**src/rtl/branch_cond_unit_pkg.sv**
```systemverilog
// rtl/branch_cond_unit_pkg.sv - shared ALU flag, condition-code and opcode definitions
package branch_cond_unit_pkg;

  // Branch condition codes evaluated against the effective flags.
  typedef enum logic [3:0] {
    COND_EQ  = 4'd0,
    COND_NE  = 4'd1,
    COND_GT  = 4'd2,
    COND_LE  = 4'd3,
    COND_LT  = 4'd4,
    COND_GE  = 4'd5,
    COND_CS  = 4'd6,
    COND_CC  = 4'd7,
    COND_MI  = 4'd8,
    COND_PL  = 4'd9,
    COND_VS  = 4'd10,
    COND_VC  = 4'd11,
    COND_AL  = 4'd12,
    COND_R13 = 4'd13,
    COND_R14 = 4'd14,
    COND_R15 = 4'd15
  } cond_e;

  // Flag bundle in status-register bit order {gt,n,z,c,v}.
  typedef struct packed {
    logic gt;
    logic n;
    logic z;
    logic c;
    logic v;
  } alu_flags_t;

  // ALUControl opcodes of the producing ALU.
  localparam logic [2:0] ALU_ADD = 3'd0;
  localparam logic [2:0] ALU_XOR = 3'd1;
  localparam logic [2:0] ALU_SUB = 3'd2;
  localparam logic [2:0] ALU_SLT = 3'd3;
  localparam logic [2:0] ALU_SLL = 3'd4;
  localparam logic [2:0] ALU_SRL = 3'd5;
  localparam logic [2:0] ALU_MUL = 3'd6;

  // Resolution slot occupancy.
  typedef enum logic {
    SLOT_EMPTY = 1'b0,
    SLOT_FULL  = 1'b1
  } slot_state_e;

endpackage

```
**src/rtl/branch_cond_unit_cond_eval.sv**
```systemverilog
// rtl/branch_cond_unit_cond_eval.sv - combinational condition-code evaluator
module branch_cond_unit_cond_eval
  import branch_cond_unit_pkg::*;
(
  input  alu_flags_t i_flags,
  input  cond_e      i_cond,
  output logic       o_taken
);

  // Map the condition code onto the flag bundle; reserved codes never take.
  always_comb begin
    o_taken = 1'b0;
    case (i_cond)
      COND_EQ: o_taken = i_flags.z;
      COND_NE: o_taken = ~i_flags.z;
      COND_GT: o_taken = i_flags.gt;
      COND_LE: o_taken = ~i_flags.gt;
      COND_LT: o_taken = i_flags.n ^ i_flags.v;
      COND_GE: o_taken = ~(i_flags.n ^ i_flags.v);
      COND_CS: o_taken = i_flags.c;
      COND_CC: o_taken = ~i_flags.c;
      COND_MI: o_taken = i_flags.n;
      COND_PL: o_taken = ~i_flags.n;
      COND_VS: o_taken = i_flags.v;
      COND_VC: o_taken = ~i_flags.v;
      COND_AL: o_taken = 1'b1;
      default: o_taken = 1'b0;
    endcase
  end

endmodule

```
**src/rtl/branch_cond_unit.sv**
```systemverilog
// rtl/branch_cond_unit.sv - status register, branch resolution slot and mispredict counter
module branch_cond_unit
  import branch_cond_unit_pkg::*;
#(
  parameter int N     = 24,
  parameter int CNT_W = 16
) (
  input  logic             i_clk,
  input  logic             i_rst_n,
  input  logic             i_flag_we,
  input  logic             i_flag_gt,
  input  logic             i_flag_n,
  input  logic             i_flag_z,
  input  logic             i_flag_c,
  input  logic             i_flag_v,
  input  logic             i_br_valid,
  output logic             o_br_ready,
  input  logic [3:0]       i_br_cond,
  input  logic [N-1:0]     i_br_target,
  input  logic             i_br_pred,
  output logic             o_res_valid,
  input  logic             i_res_ready,
  output logic             o_res_taken,
  output logic [N-1:0]     o_res_target,
  output logic             o_res_mispred,
  input  logic             i_flush,
  output logic [4:0]       o_sr,
  output logic [CNT_W-1:0] o_mispred_cnt
);

  localparam logic [CNT_W-1:0] CNT_MAX = {CNT_W{1'b1}};

  alu_flags_t       r_sr;
  slot_state_e      r_state;
  logic             r_res_taken;
  logic [N-1:0]     r_res_target;
  logic             r_res_mispred;
  logic [CNT_W-1:0] r_cnt;

  alu_flags_t w_live;
  alu_flags_t w_eff;
  logic       w_taken;
  logic       w_accept;
  logic       w_deliver;

  assign w_live = '{gt: i_flag_gt, n: i_flag_n, z: i_flag_z, c: i_flag_c, v: i_flag_v};

  // Same-cycle forwarding: a branch issued alongside a flag write sees the new flags.
  assign w_eff = i_flag_we ? w_live : r_sr;

  branch_cond_unit_cond_eval u_cond_eval (
    .i_flags (w_eff),
    .i_cond  (cond_e'(i_br_cond)),
    .o_taken (w_taken)
  );

  assign o_res_valid = (r_state == SLOT_FULL);
  assign o_br_ready  = ~o_res_valid | i_res_ready;
  assign w_accept    = i_br_valid & o_br_ready & ~i_flush;
  assign w_deliver   = o_res_valid & i_res_ready & ~i_flush;

  // Status register tracks every flag-writing ALU op, regardless of branch traffic.
  always_ff @(posedge i_clk or negedge i_rst_n) begin
    if (!i_rst_n) begin
      r_sr <= '0;
    end else if (i_flag_we) begin
      r_sr <= w_live;
    end
  end

  // Single-entry resolution slot: load on accept, drain on ready, empty on flush.
  always_ff @(posedge i_clk or negedge i_rst_n) begin
    if (!i_rst_n) begin
      r_state       <= SLOT_EMPTY;
      r_res_taken   <= 1'b0;
      r_res_target  <= '0;
      r_res_mispred <= 1'b0;
    end else if (i_flush) begin
      r_state <= SLOT_EMPTY;
    end else if (w_accept) begin
      r_state       <= SLOT_FULL;
      r_res_taken   <= w_taken;
      r_res_target  <= i_br_target;
      r_res_mispred <= w_taken ^ i_br_pred;
    end else if (i_res_ready) begin
      r_state <= SLOT_EMPTY;
    end
  end

  // Count mispredicts as they are handed to fetch; stick at all-ones.
  always_ff @(posedge i_clk or negedge i_rst_n) begin
    if (!i_rst_n) begin
      r_cnt <= '0;
    end else if (w_deliver && r_res_mispred && (r_cnt != CNT_MAX)) begin
      r_cnt <= r_cnt + CNT_W'(1);
    end
  end

  assign o_res_taken   = r_res_taken;
  assign o_res_target  = r_res_target;
  assign o_res_mispred = r_res_mispred;
  assign o_sr          = r_sr;
  assign o_mispred_cnt = r_cnt;

endmodule

```
**config.mk**
```make
export PLATFORM = sky130hd
export DESIGN_NAME = branch_cond_unit
export DESIGN_NICKNAME = d
export VERILOG_FILES = /design/src/rtl/branch_cond_unit_pkg.sv /design/src/rtl/branch_cond_unit_cond_eval.sv /design/src/rtl/branch_cond_unit.sv
export SDC_FILE = /design/constraint.sdc
export NUM_CORES = 1
export LEC_CHECK = 0
export BUFFER_PORTS_ARGS = -buffer_cell sky130_fd_sc_hd__buf_4
export CAP_MARGIN = 0
export CORE_MARGIN = 2
export CORE_UTILIZATION = 43
export CTS_CLUSTER_DIAMETER = 80
export DETAILED_ROUTE_END_ITERATION = 8
export GPL_TIMING_DRIVEN = 0
export PLACE_DENSITY = 0.88
export SLEW_MARGIN = 40
export SYNTH_ARGS = -nofsm -noshare
export SYNTH_HDL_FRONTEND = slang
export SYNTH_SLANG_ARGS = --single-unit
```
**constraint.sdc**
```tcl
create_clock -name i_clk -period 2.1 [get_ports i_clk]
set_clock_uncertainty 0.2 [all_clocks]
set_input_delay 0.21 -clock i_clk [delete_from_list [all_inputs] [get_ports i_clk]]
set_output_delay 0.21 -clock i_clk [all_outputs]
set_load 0.01 [all_outputs]
```
==> impl_metrics.tcl, run 1 <==
set metrics [dict create \
    grt_pass1_vias 1787 \
    crit_required_ns 2.13 \
    postLayoutCoreUtil_pct 70.6 \
    pre_cts_ws_ns -0.263 \
    outcome "finished, final reports clean" \
    floorplan.die_area_mm2 0.00559 \
    nNetsFinal 339 \
    maxCapViolations 0 \
    report.final.setup_viol 0 \
    cts_tree "yes" \
    place_congestion 0.782 \
    finalInstanceArea_mm2 0.00338 \
    synth_seq_cells 48 \
    clk_latency_ns 0.29 \
    antenna_cells_inserted 0 \
    number_of_buffers_added_on_ports 86 \
    row_count 25 \
    floorplan.initialDensity_pct 45.0 \
    drc 0 \
    timing.reg2reg.worst_path_depth 5 \
    wire_per_inst_um 14.2 \
    global_route_wire_length_before_repair_um 8050 \
    grt_start_max_net_pins 49 \
    slew_viol_final 0 \
    tightest_slew_ns 0.575 \
    syn2layout_area_growth_pct 56.9 \
    clock_sinks 48 \
    dp_hpwl_um 3650 \
    slew_headroom_pct 61.6 \
    netlist_area_mm2 0.00215 \
    detailroute.via_count 1796 \
    worst_hold_path_type "input pin to flop" \
    worstPathMaxFanout 3 \
    ys_warn_count 0 \
    r2r_slack_ns 0.07 \
    synth_fp_nets 211 \
    power.ir.vdd_worst_mv 0.342 \
    setup.worst_path.start_class "input pin" \
    placedInstanceArea_mm2 0.00288 \
    cts.htree.levels 2 \
    worst_ep_arrival_time_ns 2.12 \
    boundaryPins 89 \
    clk_pin_slew_ns 0.08 \
    numCtsBuffers 5 \
    clk_path_buf_depth 2 \
    number_of_antenna_violations_at_the_first_check_in_global_routing 0 \
    rsz0062_at_grt "yes" \
    core_area_mm2 0.00479 \
    timing.critical_path.from "i_flag_z" \
    avgSynthCellArea_um2 12.7 \
    via_per_inst 4.91 \
    worst_setup_path_endpoint "o_res_mispred" \
    max_freq_mhz 477 \
    drive_above_1_share_pct 47.5 \
    drt_iter0_drc 78 \
    layout_min_cycle_time_ns 2.09 \
    multi_input_area_um2 955 \
    die_h_um 74.7 \
    drtAntennaViolNets 0 \
    post_layout_nonfiller_instances 366 \
    finalCritPeriodShare_pct 99.7 \
    critical_path.endpoint_type "flop" \
    r2r-end "o_res_mispred" \
    totalWireLength_um 5200 \
    timing_worst_setup_path_type "input pin to flop" \
    synth.distinct_cells 37 \
    floorplan.die.width_um 74.7 \
    drt-pass1-iter-count 4 \
    clockRootBuffer "sky130_fd_sc_hd__clkbuf_8" \
    timing.rr.start "o_sr[1]" \
    groute.usage.overall_pct 18.9 \
    fillerInstances 369 \
    cellPowerDensity_mw_per_mm2 703 \
    leakage_nw 1.59 \
    finalWorstSetupSlack_ns 0.00571 \
    seq_area_mm2 0.00120 \
    yosysSeqAreaShare_pct 55.8 \
    syn-instance-count 170 \
    finalHoldViolCount 0 \
    dpl.cell_count 323 \
    grt_overflow 0 \
]
## synth_stat cells, drive strengths merged
cell type,instances,area (µm²)
nor3,7,35.0
xor2,9,78.8
nand4b,1,8.76
o221ai,1,8.76
xnor2,7,61.3
mux2i,1,10.0
nor2,9,33.8
or4b,1,10.0
nand3,5,25.0
a31oi,2,12.5
and3,2,12.5
mux2,31,357
nor4b,1,8.76
a22o,1,8.76
inv,5,18.8
nand3b,2,15.0
ha,1,12.5
o22ai,1,6.26
nand2b,2,12.5
nor4bb,1,10.0
and4,3,27.5
dfrtp,48,1200
or3,1,6.26
nor3b,5,42.5
nand4,3,18.8
nand2,5,18.8
a311oi,1,8.76
a21o,1,7.51
a221oi,1,8.76
or3b,1,8.76
o21ai,2,10.0
nor2b,3,18.8
clkbuf,5,18.8
a221o,1,10.0
## worst max-delay path, cell delays in order
cell	delay, ns
sky130_fd_sc_hd__dlygate4sd3_1	0.54
sky130_fd_sc_hd__buf_4	0.13
sky130_fd_sc_hd__mux2_2	0.28
sky130_fd_sc_hd__mux2i_2	0.23
sky130_fd_sc_hd__o22ai_2	0.12
sky130_fd_sc_hd__or4b_4	0.55
sky130_fd_sc_hd__nand3_2	0.06
## power breakdown
| group | internal, mW | switching (mW) | total [mW] |
|---|---|---|---|
| clock | 0.353 | 0.283 | 0.636 |
| combinational | 0.365 | 0.245 | 0.609 |
| sequential | 1.04 | 0.0835 | 1.13 |
| total | 1.76 | 0.611 | 2.37 |
## worst min-delay path by stage
| stage | cells past startpoint | slack, ns | from | endpoint |
|---|---|---|---|---|
| floorplan | 0 | -0.29 | i_rst_n | o_mispred_cnt[0] |
| global placement | 1 | 0.06 | i_rst_n | o_mispred_cnt[13] |
| detailed placement | 1 | 0.06 | i_rst_n | o_mispred_cnt[15] |
| CTS | 2 | 0.03 | i_flag_n | o_sr[3] |
| global route | 2 | 0.04 | i_flag_n | o_sr[3] |
| finish | 2 | 0.05 | i_flag_n | o_sr[3] |
## flip-flops by register name (all words and copies together) (netlist names)
signal	flops
o_sr	5
o_mispred_cnt	16
o_res_target	24
o_res_valid	1
o_res_mispred	1
o_res_taken	1
## kinds of logic (layout without fill, tap and decap cells)
group	count (synthesis)	after routing	synth area share, %
and+or+nand+nor	52	52	14.5
AOI/OAI and AO/OA	11	11	3.78
DFF	48	48	55.8
muxes	32	32	17.0
buffers and inverters	10	139	1.74
xor gates and xnor gates	16	16	6.51
adders and majority gates	1	1	0.581
## metrics by stage
step	total power [mW]	TNS, ns	hold WS, ns
4_1_cts	2.39	0	0.0296
6_report	2.37	0	0.0453
2_1_floorplan	1.37	0	-0.286
3_5_place_dp	1.69	-4.71	0.0612
3_3_place_gp	1.67	-4.42	0.0576
5_1_grt	2.50	-0.0595	0.0350
## layer usage
| layer | part of all wire (%) | track usage (%) |
|---|---|---|
| met1 | 40 | 23.1 |
| met3 | 4.0 | 3.35 |
| met2 | 55 | 33.7 |
| met4 | 1.7 | 6.15 |
| met5 | 0 | 0 |
## placed cells by master (no fill, tap or decap), types with 2 or more instances in the layout
cell | synthesis | final
sky130_fd_sc_hd__clkbuf_2 | 0 | 2
sky130_fd_sc_hd__and4_1 | 2 | 2
sky130_fd_sc_hd__nand3b_1 | 2 | 2
sky130_fd_sc_hd__xnor2_1 | 7 | 7
sky130_fd_sc_hd__dfrtp_1 | 48 | 48
sky130_fd_sc_hd__xor2_1 | 9 | 9
sky130_fd_sc_hd__nor2b_1 | 3 | 3
sky130_fd_sc_hd__nor3b_1 | 4 | 2
sky130_fd_sc_hd__nand3_1 | 5 | 4
sky130_fd_sc_hd__nand4_1 | 3 | 3
sky130_fd_sc_hd__nand2b_1 | 2 | 2
sky130_fd_sc_hd__buf_4 | 0 | 91
sky130_fd_sc_hd__nor3_1 | 7 | 6
sky130_fd_sc_hd__nor2_1 | 9 | 9
sky130_fd_sc_hd__mux2_2 | 29 | 29
sky130_fd_sc_hd__clkbuf_1 | 5 | 3
sky130_fd_sc_hd__mux2_4 | 2 | 2
sky130_fd_sc_hd__nand2_1 | 5 | 5
sky130_fd_sc_hd__a31oi_1 | 2 | 2
sky130_fd_sc_hd__inv_1 | 5 | 5
sky130_fd_sc_hd__dlygate4sd3_1 | 0 | 31
sky130_fd_sc_hd__and3_1 | 2 | 2
sky130_fd_sc_hd__o21ai_0 | 2 | 2
sky130_fd_sc_hd__nor3b_2 | 1 | 2
sky130_fd_sc_hd__clkbuf_8 | 0 | 5
## final cells by class
class                   count  share of cell area (%)
plain buffers               4                   0.519
clock buffers               6                    2.15
clock inverters             2                    1.04
inverters                   5                   0.556
multi-input cells         112                    28.3
flip-flops and latches     48                    35.6
well taps                  67                    2.48
repair buffers            122                    29.4
## timing repair
| item | 4_1_cts | 5_1_grt |
|---|---|---|
| gates resized for setup | 3 | 8 |
| hold buffers | 31 | 0 |
| setup buffers | 0 | 5 |
| pin swaps | 0 | 3 |
| hold endpoints to repair | 77 | 0 |
| endpoints found under the setup margin | 20 | 30 |
Note: power is estimated with default switching activity, not from simulation.
==> run 2, diff against run 1 <==
BUFFER_PORTS_ARGS = -buffer_cell sky130_fd_sc_hd__buf_2   (was -buffer_cell sky130_fd_sc_hd__buf_4)
CORE_UTILIZATION = 47   (was 43)
PLACE_DENSITY = 0.9   (was 0.88)
clock period = 2.2 ns   (was 2.1 ns; I/O delays follow)
==> run 2 against run 1 <==
Cell count down 6.0%. Final area fell by 10%. Via count is 0.17% higher. Die area fell by 8.1%. Routed wire length down 4.8%. Sequential share of layout area rose by 4.0 points. Power down 14%. Global-route usage up 0.49 points. Flip-flop and latch count is the same. Setup slack improved by 0.095 ns. Register-to-register slack better by 0.03 ns. Critical endpoint unchanged. Largest power group unchanged.
==> impl_metrics.tcl, run 2 (same netlist as run 1, synthesis figures left out) <==
set metrics [dict create \
    outcome "finished, final reports clean" \
    worst_ep_arrival_time_ns 2.12 \
    drt-pass1-iter-count 4 \
    grt_overflow 0 \
    drc 0 \
    core_area_mm2 0.00438 \
    grt_start_max_net_pins 49 \
    most_common_library_cell_in_the_layout_ignoring_fill_and_taps "sky130_fd_sc_hd__buf_2" \
    drt_iter0_drc 54 \
    largest_register_ffs 24 \
    drtAntennaViolNets 0 \
    syn2layout_area_growth_pct 41.2 \
    post_layout_nonfiller_instances 344 \
    dpl.cell_count 308 \
    whs_ns 0.0173 \
    worst_hold_path_type "input pin to flop" \
    rsz0062_at_grt "no" \
    crit_path_cell_trace "mux2_4, a221o_1, a311oi_1, or4b_1, nand3_1" \
    finalCritPeriodShare_pct 95.4 \
    crit_required_ns 2.22 \
    drive_above_1_share_pct 44.5 \
    combPwrFrac_pct 23.7 \
    clock_sinks 48 \
    floorplan.die.width_um 71.7 \
    pwr-share-clk_pct 23.5 \
    power.ir.vdd_worst_mv 0.371 \
    detailroute.via_count 1799 \
    critical_path.endpoint_type "flop" \
    numCtsBuffers 5 \
    global_route_wire_length_before_repair_um 7850 \
    place_congestion 0.790 \
    antenna_cells_inserted 0 \
    maxCapViolations 0 \
    wire_per_inst_um 14.4 \
    row_count 24 \
    clk_latency_ns 0.29 \
    finalInstanceArea_mm2 0.00304 \
    p_int_mw 1.47 \
    finalHoldViolCount 0 \
    power.share.switching_pct 27.6 \
    slew_headroom_pct 60.6 \
    clk_path_buf_depth 2 \
    fillerInstances 355 \
    total_switching_power_mw 0.561 \
    layout_min_cycle_time_ns 2.10 \
    dp_hpwl_um 3310 \
    layout_common_cells "85 x sky130_fd_sc_hd__buf_2, 48 x sky130_fd_sc_hd__dfrtp_1, 30 x sky130_fd_sc_hd__dlygate4sd3_1, 29 x sky130_fd_sc_hd__mux2_2" \
    cts_tree "yes" \
    clockRootBuffer "sky130_fd_sc_hd__clkbuf_8" \
    report.final.setup_viol 0 \
    tightest_slew_ns 0.592 \
    finalWorstSetupSlack_ns 0.100 \
    timing_worst_setup_path_type "flop to flop" \
    pre_cts_ws_ns -0.155 \
    cellPowerDensity_mw_per_mm2 668 \
    critical-path-slowest-cell "sky130_fd_sc_hd__or4b_1" \
    floorplan.die_area_mm2 0.00514 \
    number_of_antenna_violations_at_the_first_check_in_global_routing 0 \
    number_of_buffers_added_on_ports 86 \
    slowest_delay_ns 0.46 \
    slew_viol_final 0 \
    totalWireLength_um 4950 \
    cts.htree.levels 2 \
    boundaryPins 89 \
    via_per_inst 5.23 \
    leakage_nw 1.48 \
    total_power_mw 2.03 \
    max_freq_mhz 476 \
    worstPathMaxFanout 4 \
    die_h_um 71.7 \
    placedInstanceArea_mm2 0.00265 \
    groute.usage.overall_pct 19.3 \
    setup.worst_path.start_class "flop" \
    floorplan.initialDensity_pct 49.1 \
    seq_power_share_pct 52.8 \
    nNetsFinal 333 \
    grt_pass1_vias 1791 \
    clk_pin_slew_ns 0.07 \
]
[run 2: critical path, delay by kind of cell, from the launching register on]
family | cells | cell delay [ns]
multiplexers | 1 | 0.30
AO/OA/AOI/OAI | 2 | 0.62
flip-flops | 1 | 0.38
AND/OR/NAND/NOR | 2 | 0.54
[run 2: power by group through the flow]
stage	Combinational, mW	Sequential, mW	Clock, mW
floorplan	0.173	1.14	0
global placement	0.425	1.08	0
detailed placement	0.440	1.09	0
CTS	0.486	1.07	0.500
global route	0.524	1.09	0.532
finish	0.481	1.07	0.478
[run 2: layout make-up]
type	instances	area (µm²)	share of cell area (%)
inverter	5	18.8	0.618
multi-input combinational	112	926	30.5
tap	52	65.1	2.14
clock buffer	6	72.6	2.39
sequential	48	1200	39.5
timing repair buffer	116	733	24.1
clock inverter	1	5.00	0.165
buffer	4	17.5	0.576
[run 2: per-layer routing]
| layer | GRT usage [%] | vias up | share of wire [%] |
|---|---|---|---|
| met3 | 5.06 | 10 | 6.6 |
| li1 | - | 855 | - |
| met1 | 22.8 | 858 | 41 |
| met4 | 6.92 | 0 | 1.8 |
| met5 | 0 | - | 0 |
| met2 | 34.0 | 76 | 51 |
[run 2: worst paths after layout]
check                                  startpoint                 to  slack [ns]  cells after the start
worst max-delay path                      o_sr[0]      o_res_mispred        0.10                      5
worst min-delay path                     i_flag_v            o_sr[0]        0.02                      2
worst max register to register            o_sr[0]      o_res_mispred        0.10                      5
worst min register to register  o_mispred_cnt[15]  o_mispred_cnt[15]        0.30                      1
max in group asynchronous                 i_rst_n      o_res_mispred        1.13                      2
min in group asynchronous                 i_rst_n  o_mispred_cnt[15]        0.27                      2
[run 2: per-stage QoR]
step | utilization (%) | TNS, ns
after CTS | 69.2 | 0
final | 69.3 | 0
after floorplan | - | 0
after global placement | 60.4 | -1.66
after global routing | 69.3 | 0
after detailed placement | 60.4 | -2.51
[run 2: what timing repair did]
item	CTS	global route
gates cloned	0	0
buffers inserted	0	0
endpoints found under the hold margin	76	0
pin swaps	0	0
setup endpoints to repair	19	2
hold buffers	30	0
resized for setup	3	2
